[config.mk]
export PLATFORM = sky130hd
export DESIGN_NAME = tt_gate_seq
export DESIGN_NICKNAME = d
export VERILOG_FILES = /design/src/rtl/tt_gate_seq.sv
export SDC_FILE = /design/constraint.sdc
export NUM_CORES = 1
export LEC_CHECK = 0
export ABC_AREA = 1
export CORE_MARGIN = 2
export CORE_UTILIZATION = 35
export CTS_CLUSTER_DIAMETER = 150
export DETAILED_ROUTE_END_ITERATION = 10
export GPL_TIMING_DRIVEN = 0
export PLACE_DENSITY = 0.68
export SLEW_MARGIN = 0
export SYNTH_ARGS = -nofsm -noshare
export SYNTH_HDL_FRONTEND = slang
export SYNTH_SLANG_ARGS = --single-unit
[constraint.sdc]
create_clock -name clk -period 1.44 [get_ports clk]
set_clock_uncertainty 0.15 [all_clocks]
set_input_delay 0.288 -clock clk [delete_from_list [all_inputs] [get_ports clk]]
set_output_delay 0.288 -clock clk [all_outputs]
set_load 0.01 [all_outputs]
[src/rtl/tt_gate_seq.sv]
// Sequenced truth-table gate: accepts an N_IN-bit index, waits SETTLE cycles, then registers tt_q[index].
// Optional runtime truth-table reload path and LOAD state enabled by defining TT_GATE_SEQ_RELOAD_EN.
module tt_gate_seq #(
  parameter int unsigned          N_IN   = 3,
  parameter logic [(1<<N_IN)-1:0] TT     = 8'hA6,
  parameter int unsigned          SETTLE = 4
) (
  input  logic                 clk,
  input  logic                 rst,
  input  logic                 in_valid,
  input  logic [N_IN-1:0]      in_bits,
  output logic                 in_ready,
  output logic                 out,
  output logic                 out_valid,
  output logic                 out_chg,
  input  logic                 tt_load_valid,
  input  logic [(1<<N_IN)-1:0] tt_load_data,
  output logic                 tt_load_ready,
  output logic                 busy
);

  localparam int unsigned    TT_W     = 1 << N_IN;
  localparam int unsigned    CW       = $clog2(SETTLE + 1);
  localparam logic [CW-1:0]  CNT_INIT = CW'(SETTLE - 1);

  typedef enum logic [1:0] {
    IDLE = 2'd0,
    EVAL = 2'd1,
    LOAD = 2'd2
  } state_e;

  state_e            state;
  state_e            state_d;
  logic [CW-1:0]     cnt;
  logic [N_IN-1:0]   idx_q;
  logic [TT_W-1:0]   tt_q;
  logic              in_acc;
  logic              load_acc;
  logic              eval_done;
  logic              result;

`ifdef TT_GATE_SEQ_RELOAD_EN
  // A pending load outranks a simultaneous input vector.
  assign tt_load_ready = (state == IDLE);
  assign in_ready      = (state == IDLE) && !tt_load_valid;
  assign load_acc      = tt_load_valid && tt_load_ready;

  // NOTE: tt_q is real configuration state, so it is reset to TT like any control register.
  always_ff @(posedge clk) begin
    if (rst) begin
      tt_q <= TT;
    end else if (load_acc) begin
      tt_q <= tt_load_data;
    end
  end
`else
  logic unused_load;

  assign tt_load_ready = 1'b0;
  assign in_ready      = (state == IDLE);
  assign load_acc      = 1'b0;
  assign tt_q          = TT;
  assign unused_load   = ^{tt_load_valid, tt_load_data};
`endif

  assign in_acc    = in_valid && in_ready;
  assign eval_done = (state == EVAL) && (cnt == '0);
  assign result    = tt_q[idx_q];
  assign busy      = (state != IDLE);

  // NOTE: every always_comb output gets a default first so no path can infer a latch.
  always_comb begin
    state_d = state;
    case (state)
      IDLE: begin
        if (load_acc) begin
          state_d = LOAD;
        end else if (in_acc) begin
          state_d = EVAL;
        end
      end
      EVAL:    if (cnt == '0) state_d = IDLE;
      LOAD:    state_d = IDLE;
      default: state_d = IDLE;
    endcase
  end

  // NOTE: sequential state uses non-blocking assignments so all registers update from pre-edge values.
  always_ff @(posedge clk) begin
    if (rst) begin
      state <= IDLE;
    end else begin
      state <= state_d;
    end
  end

  // Counter counts down from SETTLE-1 and stops at zero, so it never wraps.
  always_ff @(posedge clk) begin
    if (rst) begin
      cnt       <= '0;
      idx_q     <= '0;
      out       <= 1'b0;
      out_valid <= 1'b0;
      out_chg   <= 1'b0;
    end else begin
      out_valid <= 1'b0;
      out_chg   <= 1'b0;
      if (in_acc) begin
        idx_q <= in_bits;
        cnt   <= CNT_INIT;
      end else if (eval_done) begin
        out       <= result;
        out_valid <= 1'b1;
        out_chg   <= (result != out);
      end else if (state == EVAL) begin
        cnt <= cnt - 1'b1;
      end
    end
  end

endmodule

==> key figures <==
Drt
  • Final wirelength: between 700 and 800 µm
  • DR iter-0 viols: 3
  • Detail Route Antenna Nets: 0
  • Routed via count: roughly 420
  • DRC viols: 0
  • DRT Pass-1 Iters: 2
  • WL/cell: roughly 8.5 µm
  • Post-DR vias/cell: 4.49

Synthesis
  • Synth top area share: ~44%
  • Multiplexer area fraction after synthesis: 0%
  • Post-Synth Simple-Gate Area: between 30% and 40%
  • Largest family of logic cells by synthesized area: simple AND/OR/NAND/NOR gates
  • XOR/XNOR Fraction of Synth Area: 3.54%
  • YS warnings: 0
  • Synth area leaders: dfxtp_1 (44%), nand2_1 (11%), inv_1 (8.3%), nand3_1 (7.1%), nor2_1 (5.3%)
  • Mapped Area: just under 500 µm²
  • EDFF count, synth: 0
  • Largest area contributor in the netlist: dfxtp_1
  • Sequential cell area fraction in the yosys report: between 40% and 50%
  • List of most frequent post-synthesis cells: nand2_1 (14), dfxtp_1 (11), inv_1 (11), nand3_1 (7), nor2_1 (7)
  • Synth Area in Compound Gates: between 4 and 5%
  • Synth Area in Adders: under 10%
  • Net Count, Synth: 82
  • Yosys reg bits: 11
  • Cell variety after synth: 17
  • Most common cell in the netlist: nand2_1
  • Async SR Flop Fraction: 0%
  • Synth Instances: between 60 and 70
  • Main synth FF type: dfxtp_1
  • Avg Synthesized Cell Area: around 7.6 µm²

Placement
  • Dpl cell area: 614 µm²
  • DP Worst Slack: -218 ps
  • # placed instances: 90
  • Buffers added on ports: 10
  • Dpl hpwl: 623 µm
  • Routability cong.: a little under 0.7

Finish
  • Number of fill cells: between 100 and 150
  • Cell area after layout: 634 µm²
  • Layout Cells excl Fill: 94
  • Fin nets: 97
  • Diode count: 0
  • P&R area growth vs syn: 28.0%
  • Post-layout util: around 48%
  • Layout cell share with drive strength beyond 1: approximately 14%

Setup path
  • Top delay family on crit path: flip-flops
  • Critical path's largest stage delay: approximately 390 ps
  • Critical path origin: state[0]$_SDFFE_PP0P_
  • Kind of critical path: reg -> out
  • Worst R2R Start: cnt[0]$_SDFFE_PP0P_
  • Worst path arrival time: ~930 ps
  • Crit-path slowest cell: dfxtp_4
  • CP Max Fanout: 7
  • CP bufs+invs: 1
  • Type of destination of the critical path: output pin
  • Setup crit start kind: flip-flop
  • CP cell instances: dlygate4sd2_1
  • Critical Path RT: 1000 ps

Global routing
  • Grt total ovfl: 0
  • First-pass GRT wire length: between 1 and 1.5 mm
  • GRT Util Overall: between 10% and 20%
  • Initial antenna violation count: 0
  • Largest net degree at the start of global routing: 8
  • Number of global-route vias before repair: between 300 and 400

Floorplanning
  • CORE AREA: roughly 1300 µm²
  • Chip Height: about 42 µm
  • Die Span X: 41.6 µm
  • Die area: between 1500 and 2000 µm²
  • Boundary Pins: 21
  • Initial Util: 37.6%
  • Row cnt: 13

Run status
  • Status: finished, final reports clean

Timing
  • # setup viols final: 0
  • Minimum clock period: roughly 1400 ps
  • Final worst slack: about 72 ps
  • Hold_ws: ~330 ps
  • Fmax: ~730 MHz
  • Crit share post-route: between 90% and 100%
  • Final TNS setup: 0 ps
  • Slew Limit Fails: 0
  • RSZ-0062 raised after global routing: false
  • Final hold vios: 0

CTS
  • Clock Tree Root: clkbuf_4
  • CTS sink count: 11
  • Post-CTS setup buffer count: 0
  • TritonCTS clock tree: built
  • Later-pin clock latency in the skew report: 270 ps
  • CTS H-Tree Depth: 1
  • Post-CTS Hold Fix Bufs: 0
  • CTS buffer count: 3
  • Clk pin slew, worst setup/hold paths: roughly 70 ps
  • Clock buffer depth: 2

Pwr
  • Power consumption: around 0.7 mW
  • Pwr/cell area: roughly 1100 nW/µm²
  • Leakage power total: 0.328 nW
  • VDD IR-drop max: ~0.0004 V

Min path
  • Hold Crit Class: reg -> reg
  • Hold path startpoint: cnt[0]$_SDFFE_PP0P_

Run
  • Max Cap Viol: 0
[state kept, by name, summed over array words and instances, names as in the netlist]
| name | flops |
|---|---|
| out_chg | 1 |
| result | 1 |
| out | 1 |
| state | 1 |
| cnt | 3 |
| out_valid | 1 |
| idx_q | 3 |
[routing by layer]
| metal | vias to the layer above | wire (µm) | GRT usage (%) |
|---|---|---|---|
| met3 | 5 | 62 | 6.96 |
| met4 | 0 | 29 | 7.74 |
| met2 | 11 | 368 | 16.9 |
| met1 | 183 | 336 | 10.2 |
| li1 | 223 | - | - |
| met5 | - | 0 | 0 |
[cell families (layout without fill, tap and decap cells)]
kind of cell | after synthesis | after routing
DFF | 11 | 11
and+or+nand+nor | 32 | 32
buffers and inverters | 13 | 27
AOI/OAI and AO/OA | 4 | 4
other | 1 | 1
adders and majority gates | 2 | 2
xor gates and xnor gates | 2 | 2
[final timing paths]
kind / endpoint / slack, ps / cells past startpoint
worst max-delay path: busy / 70 / 1
worst min-delay path: cnt[0]$_SDFFE_PP0P_ / 330 / 2
worst max register to register: cnt[0]$_SDFFE_PP0P_ / 170 / 6
worst min register to register: cnt[0]$_SDFFE_PP0P_ / 330 / 2
[cell usage in the layout, fill, tap and decap left out]
master,n
dfxtp_4,1
inv_2,1
nand3_1,7
dfxtp_1,10
a21oi_1,1
nor2_4,2
clkbuf_1,1
nand2_4,1
nand2_1,14
xnor2_1,1
clkdlybuf4s50_1,5
buf_4,1
clkbuf_4,3
dlygate4sd2_1,4
inv_1,11
o21ai_0,2
a21oi_2,1
conb_1,1
clkbuf_2,1
nor2_1,7
xor2_1,1
ha_1,2
nor3_1,1
[repair_timing]
item,CTS,global route
gates resized for setup,8,1
pin swaps,0,0
setup endpoints to repair,5,1
cloned,0,0
[area by class of cell]
class | instances | area, µm² | area share (%)
inverters | 12 | 45.0 | 7.10
multi-input cells | 41 | 223 | 35.1
repair buffers | 10 | 90.1 | 14.2
clock buffers | 4 | 26.3 | 4.14
plain buffers | 1 | 7.51 | 1.18
flip-flops and latches | 11 | 224 | 35.3
well taps | 15 | 18.8 | 2.96
[power by group]
part	leakage (nW)	internal (mW)	switching, mW
Clock	0.0150	0.107	0.102
Sequential	0.0913	0.332	0.0157
Combinational	0.221	0.0632	0.0815
Total	0.328	0.503	0.200
(Power assumes the default switching activity.)
